### config.mk
export PLATFORM = sky130hd
export DESIGN_NAME = rom_port_arbiter_flat
export DESIGN_NICKNAME = d
export VERILOG_FILES = /design/src/rtl/rom_port_arbiter_if.sv /design/src/rtl/rom_port_arbiter.sv /design/src/flat_wrapper.sv
export SDC_FILE = /design/constraint.sdc
export NUM_CORES = 1
export LEC_CHECK = 0
export ABC_CLOCK_PERIOD_IN_PS = 1700
export BUFFER_PORTS_ARGS = -buffer_cell sky130_fd_sc_hd__buf_2
export CAP_MARGIN = 20
export CORE_MARGIN = 2
export CORE_UTILIZATION = 40
export CTS_CLUSTER_DIAMETER = 60
export DETAILED_ROUTE_END_ITERATION = 16
export GPL_TIMING_DRIVEN = 0
export PLACE_DENSITY = 0.72
export SETUP_SLACK_MARGIN = 0.5
export SYNTH_ARGS = -nofsm -noshare
export SYNTH_HDL_FRONTEND = slang
export SYNTH_SLANG_ARGS = --single-unit
### constraint.sdc
create_clock -name CLK -period 1.7 [get_ports CLK]
set_input_delay 0.34 -clock CLK [delete_from_list [all_inputs] [get_ports CLK]]
set_output_delay 0.34 -clock CLK [all_outputs]
set_load 0.005 [all_outputs]
### src/rtl/rom_port_arbiter_if.sv
// rom_port_arbiter_if: request/ack bundle for the two ROM requesters plus
// the ROM address/data pair and the BUSY status.
`timescale 1ns/1ps
interface rom_port_arbiter_if #(
   parameter int unsigned ADDR_W = 8,
   parameter int unsigned DATA_W = 8
);
   logic              REQ_A;
   logic [ADDR_W-1:0] ADDR_A;
   logic              ACK_A;
   logic [DATA_W-1:0] DATA_A;
   logic              REQ_B;
   logic [ADDR_W-1:0] ADDR_B;
   logic              ACK_B;
   logic [DATA_W-1:0] DATA_B;
   logic [ADDR_W-1:0] ROM_ADDR;
   logic [DATA_W-1:0] ROM_DATA;
   logic              BUSY;

   // requester side (fetch/load units)
   modport master (
      output REQ_A, ADDR_A, REQ_B, ADDR_B,
      input  ACK_A, DATA_A, ACK_B, DATA_B, BUSY
   );

   // arbiter side
   modport slave (
      input  REQ_A, ADDR_A, REQ_B, ADDR_B, ROM_DATA,
      output ACK_A, DATA_A, ACK_B, DATA_B, ROM_ADDR, BUSY
   );

   // ROM_array side
   modport rom (
      input  ROM_ADDR,
      output ROM_DATA
   );
endinterface

### src/rtl/rom_port_arbiter.sv
// rom_port_arbiter: shares one combinational ROM between instruction fetch
// (port A) and constant/data load (port B). Each access holds ROM_ADDR for
// WAIT_STATES+1 cycles, registers the ROM data and pulses the owner's ACK.
// Build option: define ROM_ARB_FIXED_PRIO_EN for fixed A-over-B priority;
// default is round-robin on ties. WAIT_STATES legal range is 0..15.
`timescale 1ns/1ps
module rom_port_arbiter #(
   parameter int unsigned ADDR_W      = 8,
   parameter int unsigned DATA_W      = 8,
   parameter int unsigned WAIT_STATES = 1
) (
   input  logic CLK,
   input  logic RST_N,
   rom_port_arbiter_if.slave bus
);

   typedef enum logic [1:0] {IDLE, ACCESS, DONE} state_e;
   typedef enum logic {PORT_A, PORT_B} port_e;

   localparam logic [3:0] CNT_INIT = 4'(WAIT_STATES);

   state_e            state_q, state_d;
   logic [3:0]        cnt_q, cnt_d;
   port_e             owner_q, owner_d;
   port_e             last_gnt_q, last_gnt_d;
   logic [ADDR_W-1:0] rom_addr_q, rom_addr_d;
   logic [DATA_W-1:0] data_a_q, data_a_d;
   logic [DATA_W-1:0] data_b_q, data_b_d;
   logic              ack_a_q, ack_a_d;
   logic              ack_b_q, ack_b_d;
   logic              req_any;
   logic              grant_b;

   // choose the winner among pending requests
   always_comb begin
      req_any = bus.REQ_A | bus.REQ_B;
`ifdef ROM_ARB_FIXED_PRIO_EN
      grant_b = bus.REQ_B & ~bus.REQ_A;
`else
      grant_b = bus.REQ_B & (~bus.REQ_A | (last_gnt_q == PORT_A));
`endif
   end

   // next-state and datapath updates for IDLE -> ACCESS -> DONE
   always_comb begin
      state_d    = state_q;
      cnt_d      = cnt_q;
      owner_d    = owner_q;
      last_gnt_d = last_gnt_q;
      rom_addr_d = rom_addr_q;
      data_a_d   = data_a_q;
      data_b_d   = data_b_q;
      ack_a_d    = 1'b0;
      ack_b_d    = 1'b0;
      case (state_q)
         IDLE: begin
            if (req_any) begin
               state_d    = ACCESS;
               cnt_d      = CNT_INIT;
               owner_d    = grant_b ? PORT_B : PORT_A;
               last_gnt_d = grant_b ? PORT_B : PORT_A;
               rom_addr_d = grant_b ? bus.ADDR_B : bus.ADDR_A;
            end
         end
         ACCESS: begin
            if (cnt_q != 4'd0) begin
               cnt_d = cnt_q - 4'd1;
            end else begin
               state_d = DONE;
               if (owner_q == PORT_A) begin
                  data_a_d = bus.ROM_DATA;
                  ack_a_d  = 1'b1;
               end else begin
                  data_b_d = bus.ROM_DATA;
                  ack_b_d  = 1'b1;
               end
            end
         end
         DONE:    state_d = IDLE;
         default: state_d = IDLE;
      endcase
   end

   // state and datapath registers; reset discards any in-flight access
   always_ff @(posedge CLK or negedge RST_N) begin
      if (!RST_N) begin
         state_q    <= IDLE;
         cnt_q      <= '0;
         owner_q    <= PORT_A;
         last_gnt_q <= PORT_B;
         rom_addr_q <= '0;
         data_a_q   <= '0;
         data_b_q   <= '0;
         ack_a_q    <= 1'b0;
         ack_b_q    <= 1'b0;
      end else begin
         state_q    <= state_d;
         cnt_q      <= cnt_d;
         owner_q    <= owner_d;
         last_gnt_q <= last_gnt_d;
         rom_addr_q <= rom_addr_d;
         data_a_q   <= data_a_d;
         data_b_q   <= data_b_d;
         ack_a_q    <= ack_a_d;
         ack_b_q    <= ack_b_d;
      end
   end

   assign bus.ROM_ADDR = rom_addr_q;
   assign bus.DATA_A   = data_a_q;
   assign bus.DATA_B   = data_b_q;
   assign bus.ACK_A    = ack_a_q;
   assign bus.ACK_B    = ack_b_q;
   assign bus.BUSY     = (state_q != IDLE);

endmodule

### src/flat_wrapper.sv
// flat-port wrapper written by rule: the top's interface ports become plain ports
module rom_port_arbiter_flat 
#(
   parameter int unsigned ADDR_W      = 8,
   parameter int unsigned DATA_W      = 8,
   parameter int unsigned WAIT_STATES = 1
)
  (CLK, RST_N, bus_REQ_A, bus_ADDR_A, bus_REQ_B, bus_ADDR_B, bus_ROM_DATA, bus_ACK_A, bus_DATA_A, bus_ACK_B, bus_DATA_B, bus_ROM_ADDR, bus_BUSY);
  rom_port_arbiter_if #(.ADDR_W(ADDR_W), .DATA_W(DATA_W)) bus_i ();
  input  logic CLK;
  input  logic RST_N;
  input wire logic [$bits(bus_i.REQ_A)-1:0] bus_REQ_A;
  input wire logic [$bits(bus_i.ADDR_A)-1:0] bus_ADDR_A;
  input wire logic [$bits(bus_i.REQ_B)-1:0] bus_REQ_B;
  input wire logic [$bits(bus_i.ADDR_B)-1:0] bus_ADDR_B;
  input wire logic [$bits(bus_i.ROM_DATA)-1:0] bus_ROM_DATA;
  output wire logic [$bits(bus_i.ACK_A)-1:0] bus_ACK_A;
  output wire logic [$bits(bus_i.DATA_A)-1:0] bus_DATA_A;
  output wire logic [$bits(bus_i.ACK_B)-1:0] bus_ACK_B;
  output wire logic [$bits(bus_i.DATA_B)-1:0] bus_DATA_B;
  output wire logic [$bits(bus_i.ROM_ADDR)-1:0] bus_ROM_ADDR;
  output wire logic [$bits(bus_i.BUSY)-1:0] bus_BUSY;
  assign bus_i.REQ_A = bus_REQ_A;
  assign bus_i.ADDR_A = bus_ADDR_A;
  assign bus_i.REQ_B = bus_REQ_B;
  assign bus_i.ADDR_B = bus_ADDR_B;
  assign bus_i.ROM_DATA = bus_ROM_DATA;
  assign bus_ACK_A = bus_i.ACK_A;
  assign bus_DATA_A = bus_i.DATA_A;
  assign bus_ACK_B = bus_i.ACK_B;
  assign bus_DATA_B = bus_i.DATA_B;
  assign bus_ROM_ADDR = bus_i.ROM_ADDR;
  assign bus_BUSY = bus_i.BUSY;
  rom_port_arbiter #(.ADDR_W(ADDR_W), .DATA_W(DATA_W), .WAIT_STATES(WAIT_STATES)) u_core (.CLK(CLK), .RST_N(RST_N), .bus(bus_i));
endmodule
==> results.tsv <==
stage	metric	value	unit
yosys	Syn. warnings	0	
floorplan	Starting Density	41.12	%
worst_setup_path	WS Path Type	register to output port	
drt	drt total wl	3.951	mm
worst_setup_path	slowest cell delay on critical path	0.43	ns
worst_setup_path	CP max FO	10	
finish	Area growth syn-to-layout	52.07	%
yosys	Synth cell types	33	
clocking	# hold bufs at CTS	0	
yosys	most common cell in the synthesized netlist	dfrtp_1	
worst_setup_path	crit path launch type	register	
sta	Setup WS post-layout	0.09841	ns
global_routing	Total GRT Usage	19.02	%
floorplan	Core Box Area	3606	sq um
clocking	CTS tree	yes	
finish	Fill cells	280	
global_routing	grt ovf	0	
hold_path	min-delay worst type	input port to async pin	
drt	DR vias	1221	
drt	Routed Antenna Nets	0	
drt	Remaining DRCs	0	
yosys	Gate Count Post-Synth	115	
clocking	root buf cell	clkbuf_8	
drt	DRC marker count from the first detailed-route iteration	53	
sta	Fin. Hold Viols	0	
pwr	leakage power	1.084	nW
global_routing	number of global-route vias before repair	1269	
yosys	top cells by area, synth	dfrtp_1, mux2_2, o21ai_0, mux2i_1, dfstp_2	
placement	routability cong.	0.7420	
yosys	Top FF cell, synth	dfrtp_1	
finish	n_diodes	0	
sta	total negative slack	0	ns
pwr	Peak VDD IR	0.0009395	V
pwr	PD cells	1937	nW/um^2
worst_setup_path	Crit path required time	1.36	ns
worst_setup_path	worst path cell trace	nor2_4 > inv_2 > clkbuf_8 > buf_2	
finish	Finished Core Util	62.53	%
finish	Nets	222	
placement	port bufs	54	
yosys	Synth top cells by count	dfrtp_1, o21ai_0, mux2_2	
sta	skew final	0.007367	ns
worst_setup_path	CP max-delay cell	dfrtp_1	
yosys	top cell type's share of synthesized area	55.70	%
yosys	syn_nets	145	
yosys	largest area contributor in the netlist	dfrtp_1	
yosys	FF+latch count, synth	34	
sta	maximum operating frequency	624.4	MHz
clocking	H-tree depth	2	
sta	Slew Limit Headroom	50.32	%
floorplan	Die X	64.88	microns
clocking	Reg clk slew, reported paths	0.07	ns
sta	period utilization	94.21	%
floorplan	IO Pins	55	
floorplan	Core Rows	22	
worst_setup_path	data arrival time of the worst path	1.26	ns
clocking	number of buffers created by CTS	5	
clocking	Clock Latency Late Sink	0.29	ns
yosys	fraction of registers with async set/reset	100.0	%
clocking	maximum root-to-sink buffer count	2	
global_routing	first-pass GRT wire length	5.940	mm
finish	share of layout cells above drive strength 1	63.73	%
yosys	syn_area_per_cell	12.89	sq um
drt	Pre-antenna DRT Iters	4	
sta	Pins Over Slew Limit	0	
floorplan	Die ar.	4209	sq um
sta	RSZ-0062 raised after global routing	true	
global_routing	initial antenna violation count	0	
yosys	sequential area share after synthesis	57.47	%
global_routing	largest net degree at the start of global routing	35	
worst_setup_path	crit path capture type	output port	
placement	DP HPWL	2.364	mm
clocking	Sink Count	34	
run	Max-Cap Viols	0	
sta	Worst Max-Slew Pin Slew	0.7452	ns
placement	Setup WS pre-CTS	-0.08658	ns
yosys	Netlist Area Pre-Place	1483	sq um
sta	Final Setup Violations	0	
drt	drt via density	5.066	
yosys	EDFF count, synth	0	
floorplan	Die Ht	64.88	microns
status	status	finished, final reports clean	
sta	minimum clock period	1.602	ns
drt	wire length per cell	16.39	microns
repair_timing:
item,in CTS,in global routing
cloned,1,1
setup endpoints to repair,33,33
setup buffers,10,4
pin swaps,4,4
resized for setup,28,24
where the power goes:
| group | total [mW] | internal (mW) | switching (mW) |
|---|---|---|---|
| clock network | 0.722 | 0.431 | 0.291 |
| registers | 1.50 | 1.21 | 0.293 |
| logic | 2.14 | 1.22 | 0.920 |
| total | 4.37 | 2.86 | 1.50 |
cells in the final DEF, fill, tap and decap left out, drive strengths merged:
cell type and n:
dfstp 1, o311ai 1, or3 1, nand2b 2
o221ai 2, and2b 1, nand3 1, and4bb 1
a22o 1, dfrtp 33, a311o 1, nand2 1
nor2 3, a31oi 1, clkinv 3, o21ai 19
buf 72, o221a 1, ha 2, and3 1
nand4 1, nor3b 1, a21boi 1, a21oi 2
bufinv 1, nor4 2, mux2 16, nor3 1
inv 4, mux2i 8, clkbuf 8
state kept, by name, summed over array words and instances, names as in the netlist, 2 cells and up:
signal and cells:
u_core.bus.DATA_B 8, u_core.bus.ROM_ADDR 8, u_core.cnt_q 4, u_core.bus.DATA_A 8
u_core.state_q 2
worst max-delay path, delay by kind of cell, from the launching register on:
kind | cells | cell delay (ns)
AND/OR/NAND/NOR | 1 | 0.17
buffers and inverters | 3 | 0.38
flip-flops | 1 | 0.43
final cells by class:
class | count | area (sq um) | share of cell area [%]
Multi-Input combinational cell | 71 | 733.2 | 32.52
Clock inverter | 3 | 40.04 | 1.776
Sequential cell | 34 | 854.6 | 37.90
Clock buffer | 5 | 68.82 | 3.052
Tap cell | 48 | 60.06 | 2.664
Buffer | 5 | 51.30 | 2.275
Timing Repair Buffer | 70 | 415.4 | 18.42
Inverter | 5 | 31.28 | 1.387
layer usage:
metal	GRT usage [%]	wire length [microns]
met3	3.819	134
met4	10.37	71
met5	0	0
met1	24.49	1699
met2	30.03	2045
stage by stage:
stage | cells | hold WS (ns) | power (mW) | instance area, sq um
CTS | 236 | 0.1368 | 4.060 | 2155
detailed placement | 217 | 0.4494 | 3.007 | 1886
finish | 241 | 0.1150 | 4.366 | 2255
floorplan | 115 | 0.04441 | 2.430 | 1555
global route | 241 | 0.1752 | 4.645 | 2255
global placement | 217 | 0.4312 | 2.927 | 1886
path summary, 6_finish.rpt:
path,start,to,slack [ns],cells past startpoint
max,u_core.state_q[1],bus_BUSY,0.1,4
min,RST_N,u_core.bus.ROM_ADDR[1],0.11,1
max reg2reg,u_core.state_q[1],u_core.bus.DATA_A[3],0.1,5
min reg2reg,u_core.bus.DATA_A[2],u_core.bus.DATA_A[2],0.51,1
max in group asynchronous,RST_N,u_core.state_q[0],1.06,1
min in group CLK,bus_ROM_DATA[4],u_core.bus.DATA_B[4],0.29,2
cells by family (layout without fill, tap and decap cells):
logic type	after synthesis	in the layout	synth area share (%)
flops	34	34	57.47
mux	24	24	17.55
buf+inv	10	88	3.121
compound gates	29	29	11.90
simple gates	16	16	8.270
fa+ha+maj	2	2	1.687
Note: power is estimated with default switching activity, not from simulation.
